--- src/rtl/mem_arbiter.sv ---
// -----------------------------------------------------------------------------
// mem_arbiter
//   Shares one single-port synchronous data memory between two requesters:
//   port 0 (processor load/store path) and port 1 (loader / DMA master).
//   One access is outstanding at a time. Each access runs through a small
//   FSM (IDLE -> ACCESS [-> RDWAIT] -> IDLE). Read data is returned on a
//   shared rdata bus and qualified by a one-cycle per-port rvalid pulse.
//
// Parameters
//   AW        address width
//   DW        data width
//   PRIO_MODE 0 = round-robin (tie goes to the port not granted last),
//             1 = fixed priority (port 0 wins whenever it requests)
//
// Ports
//   Clock                    system clock, rising edge
//   Resetn                   asynchronous reset, ACTIVE HIGH despite the name
//   req0/we0/addr0/wdata0    port 0 request, held until gnt0
//   gnt0                     port 0 accepted this cycle (combinational)
//   rvalid0                  port 0 read data valid pulse
//   req1/we1/addr1/wdata1,
//   gnt1, rvalid1            same for port 1
//   rdata                    shared read data, held until the next read ends
//   mem_en/mem_we/mem_addr/
//   mem_wdata                memory-side access controls (registered)
//   mem_rdata                memory read data, valid the cycle after mem_en
//   busy                     FSM not in IDLE
// -----------------------------------------------------------------------------
module mem_arbiter #(
    parameter int AW        = 16,
    parameter int DW        = 16,
    parameter int PRIO_MODE = 0
) (
    input  logic          Clock,
    input  logic          Resetn,
    input  logic          req0,
    input  logic          we0,
    input  logic [AW-1:0] addr0,
    input  logic [DW-1:0] wdata0,
    output logic          gnt0,
    output logic          rvalid0,
    input  logic          req1,
    input  logic          we1,
    input  logic [AW-1:0] addr1,
    input  logic [DW-1:0] wdata1,
    output logic          gnt1,
    output logic          rvalid1,
    output logic [DW-1:0] rdata,
    output logic          mem_en,
    output logic          mem_we,
    output logic [AW-1:0] mem_addr,
    output logic [DW-1:0] mem_wdata,
    input  logic [DW-1:0] mem_rdata,
    output logic          busy
);

    typedef enum logic [1:0] {
        S_IDLE   = 2'd0,
        S_ACCESS = 2'd1,
        S_RDWAIT = 2'd2
    } state_t;

    state_t        r_state;
    state_t        w_next;

    logic          r_ptr;      // port preferred on a round-robin tie
    logic          r_owner;    // port that owns the access in flight
    logic          r_mem_en;
    logic          r_mem_we;
    logic [AW-1:0] r_mem_addr;
    logic [DW-1:0] r_mem_wdata;
    logic [DW-1:0] r_rdata;
    logic          r_rvalid0;
    logic          r_rvalid1;

    logic          w_idle;
    logic          w_pick1;
    logic          w_gnt0;
    logic          w_gnt1;
    logic          w_any_gnt;

    // ------------------------------------------------------------------
    // Arbitration. Port 1 wins when it is alone, or on a tie when the
    // round-robin pointer favours it. Fixed priority never lets it win a tie.
    // ------------------------------------------------------------------
    assign w_idle = (r_state == S_IDLE);

    always_comb begin
        w_pick1 = 1'b0;
        if (PRIO_MODE != 0) begin
            w_pick1 = req1 & ~req0;
        end else begin
            w_pick1 = req1 & (~req0 | r_ptr);
        end
    end

    // Grants are gated by reset too: the state is already IDLE while reset
    // is held, but requests must not see a grant during that time.
    assign w_gnt0    = w_idle & ~Resetn & req0 & ~w_pick1;
    assign w_gnt1    = w_idle & ~Resetn & w_pick1;
    assign w_any_gnt = w_gnt0 | w_gnt1;

    // ------------------------------------------------------------------
    // FSM state register
    // ------------------------------------------------------------------
    always_ff @(posedge Clock or posedge Resetn) begin
        if (Resetn) begin
            r_state <= S_IDLE;
        end else begin
            r_state <= w_next;
        end
    end

    // ------------------------------------------------------------------
    // FSM next state. In ACCESS, r_mem_we still holds the access type.
    // ------------------------------------------------------------------
    always_comb begin
        w_next = r_state;
        case (r_state)
            S_IDLE: begin
                if (w_any_gnt) begin
                    w_next = S_ACCESS;
                end
            end
            S_ACCESS: begin
                w_next = r_mem_we ? S_IDLE : S_RDWAIT;
            end
            S_RDWAIT: begin
                w_next = S_IDLE;
            end
            default: begin
                w_next = S_IDLE;
            end
        endcase
    end

    // ------------------------------------------------------------------
    // Memory-side controls, pointer and read return path.
    // Async reset clears mem_we/mem_en at once, aborting any access.
    // ------------------------------------------------------------------
    always_ff @(posedge Clock or posedge Resetn) begin
        if (Resetn) begin
            r_ptr       <= 1'b0;
            r_owner     <= 1'b0;
            r_mem_en    <= 1'b0;
            r_mem_we    <= 1'b0;
            r_mem_addr  <= '0;
            r_mem_wdata <= '0;
            r_rdata     <= '0;
            r_rvalid0   <= 1'b0;
            r_rvalid1   <= 1'b0;
        end else begin
            r_rvalid0 <= 1'b0;
            r_rvalid1 <= 1'b0;
            case (r_state)
                S_IDLE: begin
                    if (w_any_gnt) begin
                        r_mem_en    <= 1'b1;
                        r_mem_we    <= w_gnt1 ? we1    : we0;
                        r_mem_addr  <= w_gnt1 ? addr1  : addr0;
                        r_mem_wdata <= w_gnt1 ? wdata1 : wdata0;
                        r_owner     <= w_gnt1;
                        // next tie goes to the port that did not just win
                        r_ptr       <= ~w_gnt1;
                    end
                end
                S_ACCESS: begin
                    r_mem_en <= 1'b0;
                    r_mem_we <= 1'b0;
                end
                S_RDWAIT: begin
                    r_rdata <= mem_rdata;
                    if (r_owner) begin
                        r_rvalid1 <= 1'b1;
                    end else begin
                        r_rvalid0 <= 1'b1;
                    end
                end
                default: begin
                    r_mem_en <= 1'b0;
                    r_mem_we <= 1'b0;
                end
            endcase
        end
    end

    assign gnt0      = w_gnt0;
    assign gnt1      = w_gnt1;
    assign rvalid0   = r_rvalid0;
    assign rvalid1   = r_rvalid1;
    assign rdata     = r_rdata;
    assign mem_en    = r_mem_en;
    assign mem_we    = r_mem_we;
    assign mem_addr  = r_mem_addr;
    assign mem_wdata = r_mem_wdata;
    assign busy      = ~w_idle;

endmodule

--- config.mk ---
export PLATFORM = sky130hd
export DESIGN_NAME = mem_arbiter
export DESIGN_NICKNAME = d
export VERILOG_FILES = /design/src/rtl/mem_arbiter.sv
export SDC_FILE = /design/constraint.sdc
export NUM_CORES = 1
export LEC_CHECK = 0
export ABC_AREA = 1
export BUFFER_PORTS_ARGS = -buffer_cell sky130_fd_sc_hd__buf_4
export CORE_ASPECT_RATIO = 0.75
export CORE_MARGIN = 2
export CORE_UTILIZATION = 42
export CTS_CLUSTER_DIAMETER = 150
export DETAILED_ROUTE_END_ITERATION = 10
export PLACE_DENSITY_LB_ADDON = 0.08
export SLEW_MARGIN = 20
export SYNTH_ARGS = -nofsm -noshare
export SYNTH_HDL_FRONTEND = slang
export SYNTH_SLANG_ARGS = --single-unit
--- constraint.sdc ---
create_clock -name Clock -period 2.6 [get_ports Clock]
set_input_delay 0.52 -clock Clock [delete_from_list [all_inputs] [get_ports Clock]]
set_output_delay 0.52 -clock Clock [all_outputs]
set_load 0.02 [all_outputs]
# Word-level counts from Yosys, hierarchy flattened
# Cells that the tools add are included.
# word_totals
out_inout_bits,55
elab_cells,43
ff_bits,56
input_bits,86
# op_classes
bitwise_logic,13
muxes,14
n_eq_ne,3
n_reduce_logical,3
# op_table
operator,n
16-bit 2-to-1 mux,2
1-bit 2-to-1 mux,7
1-bit inverter,6
1-bit bitwise AND,5
2-bit 2-to-1 mux,2
1-bit one-hot mux with 2 select lines,2
2-bit one-hot mux with 2 select lines,1
2-bit AND reduction,2
2-bit by 1-bit == test with 1-bit output (second input constant),1
2-bit == test (second input constant),1
2-bit logical NOT,1
2-bit by 1-bit inequality test with 1-bit output (second input constant),1
1-bit OR,2

# Longest topological paths before layout
# Gate-level depths: netlist of run 1.
# logic_depth
depth_word,8
mapped_depth,10
mapped_depth_nobuf,8

# Worst setup path after synthesis of run 1
# OpenSTA, ideal clock, no wires.
# synth_timing
path_type,input to register
from,input port Resetn
to,register r_mem_addr[0] (netlist: mem_addr[0])
t_required_ns,2.474
path_buffers,2
arrival_time_ns,2.787
path_slack_ns,-0.313
stages,8
setup_time_ns,0.126
path_cell_list,inv_1 > nand3_2 > nor2_2 > nor2_4 > buf_12 > buf_12 > nand2_4 > o21ai_2
# synth_via
elab_chain_cells,6
word_cells_on_any_way,8
cone_classes,mux (1); bitwise (6); reduce/logical (1)
# synth_rtl
item,line_no,source
from (decl),35,"input logic Resetn,"
1-bit inverter,99,assign w_gnt0 = w_idle & ~Resetn & req0 & ~w_pick1;
1-bit bitwise AND (3 in a row),99,
via gnt0,40,"output logic gnt0,"
1-bit OR,101,assign w_any_gnt = w_gnt0 | w_gnt1;
2-bit AND reduction (no source line),-,
to (signal assigned),160,r_mem_addr <= w_gnt1 ? addr1 : addr0;
to (decl),70,logic [AW-1:0] r_mem_addr;
# The timed path passes the listed nets, and every way through them passes these cells.
# A chain may end at the register's enable or synchronous reset.

# Worst setup path after layout of run 1
# layout_timing
from,register r_ptr
to,register r_mem_addr[15] (netlist: mem_addr[15])
# layout_via
elab_chain_cells,6
word_cells_on_any_way,8
cone_classes,mux (1); bitwise (6); reduce/logical (1)
# layout_rtl
item,line_no,source
from (decl),66,logic r_ptr;
from (signal assigned),164,r_ptr <= ~w_gnt1;
1-bit OR *,93,w_pick1 = req1 & (~req0 | r_ptr);
1-bit bitwise AND *,93,
1-bit inverter,99,
1-bit bitwise AND,99,
1-bit OR,101,
2-bit AND reduction (no source line),-,
# Mark *: on every way between the ends. The rest lies on a longest branch, timed or not.

==> results.json, run 1 <==
{
  "status": "finished, final reports clean",
  "nFillCells": 601,
  "fmaxAchievable_ghz": 0.458,
  "gp_congestion": 0.688,
  "criticalPathCategory": "reg2reg",
  "ctsResizeCount": 0,
  "grt_pass1_wl_mm": 9.47,
  "hp-start": "mem_rdata[5]",
  "ys_types": 28,
  "synth-edff-count": 0,
  "grt_setup_unrepaired": "no",
  "synth_top_area_share_pct": 48.6,
  "period_needed_ps": 2180,
  "cts_tree": "built",
  "worst-path-max-fanout": 42,
  "cp.arrival_ps": 2420,
  "area_delta_synth_final_pct": 38.9,
  "hold_viol": 0,
  "die_x_um": 99.6,
  "cts.clk_slew.worst_paths_ps": 90,
  "p_leak_nw": 2.15,
  "syn-num-nets": 365,
  "worstMarginPinSlew_ps": 982,
  "whs_ps": 425,
  "wl_mm": 5.86,
  "endpoint_kind": "flip-flop",
  "stdcell_count": 498,
  "ys_seq_elements": 56,
  "start_kind": "flip-flop",
  "die_h_um": 75.7,
  "cts_buffers": 5,
  "slew_violations": 0,
  "first_pass_iters": 4,
  "ys.flop_type": "dfrtp_1",
  "rr_endpoint": "mem_addr[15]",
  "netlist_instances": 279,
  "reg2reg_setup_slack_ps": 420,
  "io_buffers": 140,
  "grt-ovfl-total": 0,
  "fin_worst_skew_ps": 2.77,
  "finalNetCount": 499,
  "hold_end": "rdata[5]",
  "antenna_cells": 0,
  "setup_viol": 0,
  "drive_gt1_share_pct": 53.4,
  "drtIter0Drc": 51,
  "grt_start_max_net_pins": 68,
  "start_util_pct": 42.8,
  "final_area_mm2": 0.00400,
  "antenna_found_initial": 0,
  "cts.sinks": 56,
  "syn_avg_cell_area_um2": 10.3,
  "async_reset_ff_share_pct": 100,
  "post-dp-hpwl_mm": 4.37,
  "placed_area_mm2": 0.00391,
  "timing.final.crit_share_pct": 84.0,
  "dp.cells": 490,
  "ctsHtreeMaxLevel": 2,
  "io_pins": 141,
  "required_ps": 2840,
  "wl_per_cell_um": 11.8,
  "clock_latency_ps": 300,
  "viasPerCell": 4.44,
  "ant_nets": 0,
  "seq_area_frac_synth_pct": 48.6,
  "r2r_cells": 7,
  "synth_warnings": 0,
  "num_rows": 26,
  "powerDensity_mw_per_mm2": 1070,
  "synth.area.top_cells": "dfrtp_1 (49%), o21ai_2 (9.4%), nand2_4 (7.8%)",
  "ir_drop_mv": 0.442,
  "drc": 0,
  "holdBufCountCts": 0,
  "sequential_cell_area_mm2": 0.00140,
  "groute.usage.overall_pct": 16.0,
  "die_area_mm2": 0.00755,
  "hold_depth": 2,
  "grt_pass1_vias": 2093,
  "r2r_start": "r_ptr",
  "cts_buffer_depth": 2,
  "cts-root-buf": "clkbuf_8",
  "yosysTopAreaCell": "dfrtp_1",
  "dp_slack_ps": 137,
  "setup_ws_ps": 415,
  "setup_tns_ps": 0,
  "holdCritPathClass": "in2reg",
  "num_vias": 2211,
  "synth.cell_area_mm2": 0.00288,
  "multi_input_area_mm2": 0.00117,
  "drv_cap": 0,
  "synthTopCellsByCount": "dfrtp_1 (56), nand2_1 (52), inv_1 (37)",
  "synthMostInstantiatedCell": "dfrtp_1",
  "maxSlewHeadroom_pct": 34.3,
  "design.core.area_mm2": 0.00673,
  "post-cts-setup-buffer-count": 0
}
==> metal layers <==
metal / track usage [%] / routed length (µm)
met4: 5.48 / 66
met3: 5.32 / 523
met1: 20.7 / 2730
met2: 25.8 / 2540
met5: 0 / 0
==> registers in the layout (all words and copies together) (netlist names) <==
name and flops:
mem_addr 16, mem_en 1, mem_wdata 16, mem_we 1, r_owner 1, r_ptr 1, r_state 2, rdata 16
rvalid0 1, rvalid1 1
==> worst max-delay path, cell delays in order, from the launching register on <==
cell and delay [ps]:
dfrtp_1 340, inv_1 70, a21boi_4 240, nor2_2 110, nor2_4 780, buf_12 390, nand2_1 110, o21ai_2 70
==> metrics by stage <==
stage / utilization [%] / power, mW
4_1_cts: 59.5 / 4.34
3_3_place_gp: 58.1 / 3.81
5_1_grt: 59.5 / 4.58
6_report: 59.5 / 4.27
3_5_place_dp: 58.1 / 3.85
2_1_floorplan: - / 3.01
==> power breakdown <==
part	internal [mW]	switching, mW	leakage [nW]
sequential	1.28	0.296	0.682
clock	0.218	0.261	0.0455
combinational	1.02	1.20	1.43
==> final cells by class <==
cell class	instances	area share, %
inverters	39	3.81
multi-input cells	168	29.2
flip-flops and latches	56	35.0
repair buffers	143	27.1
well taps	84	2.63
clock buffers	8	2.25
==> cells by family (layout without fill, tap and decap cells) <==
| logic type | Yosys count | after routing | share of synthesized area, % |
|---|---|---|---|
| AOI/OAI and AO/OA | 67 | 67 | 16.2 |
| buffers and inverters | 55 | 190 | 10.8 |
| DFF | 56 | 56 | 48.6 |
| muxes | 16 | 16 | 6.25 |
| and+or+nand+nor | 85 | 85 | 18.2 |
==> cell usage in the layout (no fill, tap or decap), types with 2 or more instances in the layout <==
cell	Yosys	final
buf_4	0	142
nand2_1	52	52
o21ai_2	31	31
nor2_2	2	2
clkbuf_1	3	2
dfrtp_1	56	56
clkbuf_8	0	6
nor2_1	2	2
o21ai_1	7	7
o21ai_0	26	26
a21oi_1	2	2
nor2_4	2	2
mux2_1	6	6
nand2_4	20	20
inv_1	37	36
mux2_2	10	10
==> worst max path at each step <==
| stage | startpoint | endpoint | slack (ps) | cells after the start |
|---|---|---|---|---|
| after CTS | r_ptr | mem_addr[6] | 390 | 7 |
| after floorplan | Resetn | mem_addr[12] | 220 | 6 |
| after global placement | req0 | mem_addr[5] | 160 | 7 |
| final | r_ptr | mem_addr[15] | 420 | 7 |
| after detailed placement | req0 | mem_addr[11] | 140 | 7 |
| after global routing | r_ptr | mem_addr[8] | 180 | 7 |
No activity file was read; power rests on OpenSTA's default activity.
==> inputs of run 2 (changes only) <==
Settings changed: CORE_UTILIZATION 42 to 46.
Clock period 2.6 ns to 2.2 ns, I/O delays scaled along.
==> results.json, run 2 (synthesis results as in run 1) <==
{
  "viasPerCell": 4.65,
  "groute.usage.overall_pct": 18.1,
  "grt_pass1_vias": 2298,
  "ir_drop_mv": 0.531,
  "max_stage_delay_ps": 430,
  "clock_latency_ps": 320,
  "die_h_um": 72.5,
  "p_leak_nw": 2.16,
  "slew_violations": 0,
  "cp.buffers_inverters": 3,
  "drc": 0,
  "design.core.area_mm2": 0.00595,
  "gp_congestion": 0.713,
  "cts_tree": "built",
  "dp.cells": 487,
  "path_delay_family": "flip-flops",
  "grt_pass1_wl_mm": 9.72,
  "fin_worst_skew_ps": 11.6,
  "wl_mm": 6.09,
  "ctsResizeCount": 0,
  "fmaxAchievable_ghz": 0.527,
  "drive_gt1_share_pct": 55.2,
  "finalNetCount": 502,
  "first_pass_iters": 4,
  "powerDensity_mw_per_mm2": 1260,
  "cts-root-buf": "clkbuf_8",
  "crit_slowest_cell": "dfrtp_1",
  "endpoint_kind": "output pin",
  "holdBufCountCts": 0,
  "stdcell_count": 495,
  "worstMarginPinSlew_ps": 707,
  "drv_cap": 0,
  "io_pins": 141,
  "whs_ps": 325,
  "num_vias": 2303,
  "die_area_mm2": 0.00692,
  "status": "finished, final reports clean",
  "area_delta_synth_final_pct": 39.9,
  "ctsHtreeMaxLevel": 2,
  "nFillCells": 494,
  "die_x_um": 95.4,
  "worst-path-max-fanout": 32,
  "timing.final.crit_share_pct": 86.3,
  "ant_nets": 0,
  "start_util_pct": 48.5,
  "grt_setup_unrepaired": "no",
  "grt-ovfl-total": 0,
  "cts.sinks": 56,
  "antenna_found_initial": 0,
  "post-dp-hpwl_mm": 4.76,
  "cts_buffers": 5,
  "hold_viol": 0,
  "post-cts-setup-buffer-count": 0,
  "period_needed_ps": 1900,
  "drtIter0Drc": 59,
  "holdCritPathClass": "in2reg",
  "layout_commonest_cell": "buf_4",
  "final_cell_mix": "buf_4 (146), dfrtp_1 (56), nand2_1 (48), inv_1 (36), o21ai_2 (31)",
  "io_buffers": 140,
  "final_core_util_pct": 67.8,
  "antenna_cells": 0,
  "required_ps": 1760,
  "cts_buffer_depth": 2,
  "maxSlewHeadroom_pct": 52.9,
  "cp.arrival_ps": 1460,
  "cts.clk_slew.worst_paths_ps": 110,
  "setup_viol": 0,
  "num_rows": 24,
  "criticalPathCategory": "reg2out",
  "start_kind": "flip-flop",
  "fin_total_pwr_mw": 5.09,
  "crit_path_cell_trace": "inv_1 -> nand2_2 -> nor2_4 -> nand2_8 -> inv_4 -> buf_4",
  "wl_per_cell_um": 12.3,
  "grt_start_max_net_pins": 57
}
-- run 2: layer usage --
metal	track usage, %	wire length [µm]	share of wire, %	up-vias
met5	0	0	0	-
met2	31.5	2960	49	83
met3	5.50	541	8.9	7
li1	-	-	-	1167
met4	6.67	85	1.4	0
met1	21.1	2500	41	1046
-- run 2: area by class of cell --
| type | instances | area, µm² | share of cell area, % |
|---|---|---|---|
| clock buffer | 5 | 68.8 | 1.71 |
| multi-input combinational | 168 | 1190 | 29.5 |
| timing repair buffer | 146 | 1100 | 27.2 |
| inverter | 39 | 153 | 3.79 |
| sequential | 56 | 1400 | 34.8 |
| clock inverter | 3 | 23.8 | 0.590 |
| tap | 78 | 97.6 | 2.42 |
-- run 2: final timing paths --
check	startpoint	endpoint	slack (ps)	cells after the start
min	mem_rdata[3]	rdata[3]	320	2
max in group asynchronous	Resetn	mem_addr[4]	1330	3
max	r_state[1]	gnt1	300	6
max reg2reg	r_state[1]	mem_addr[11]	480	9
min reg2reg	r_owner	rvalid0	430	1
min in group asynchronous	Resetn	r_state[0]	370	3
-- run 2: worst reg2reg max path, delay by kind of cell, from the launching register on --
kind	cells	cell delay, ps
buf+inv	3	590
simple gates	5	580
flops	1	410
compound gates	1	80
-- run 2: through the flow --
stage	cell area [µm²]	setup slack (ps)	setup TNS (ps)
floorplan	2910	-79.6	-2370
global placement	3940	407	0
detailed placement	3940	382	0
CTS	4030	273	0
global route	4030	201	0
finish	4030	302	0
-- run 2: power breakdown --
part | internal (mW) | total [mW] | leakage, nW | switching [mW]
logic | 1.21 | 2.64 | 1.43 | 1.42
registers | 1.51 | 1.88 | 0.682 | 0.364
clock network | 0.226 | 0.575 | 0.0404 | 0.349
total | 2.95 | 5.09 | 2.16 | 2.14
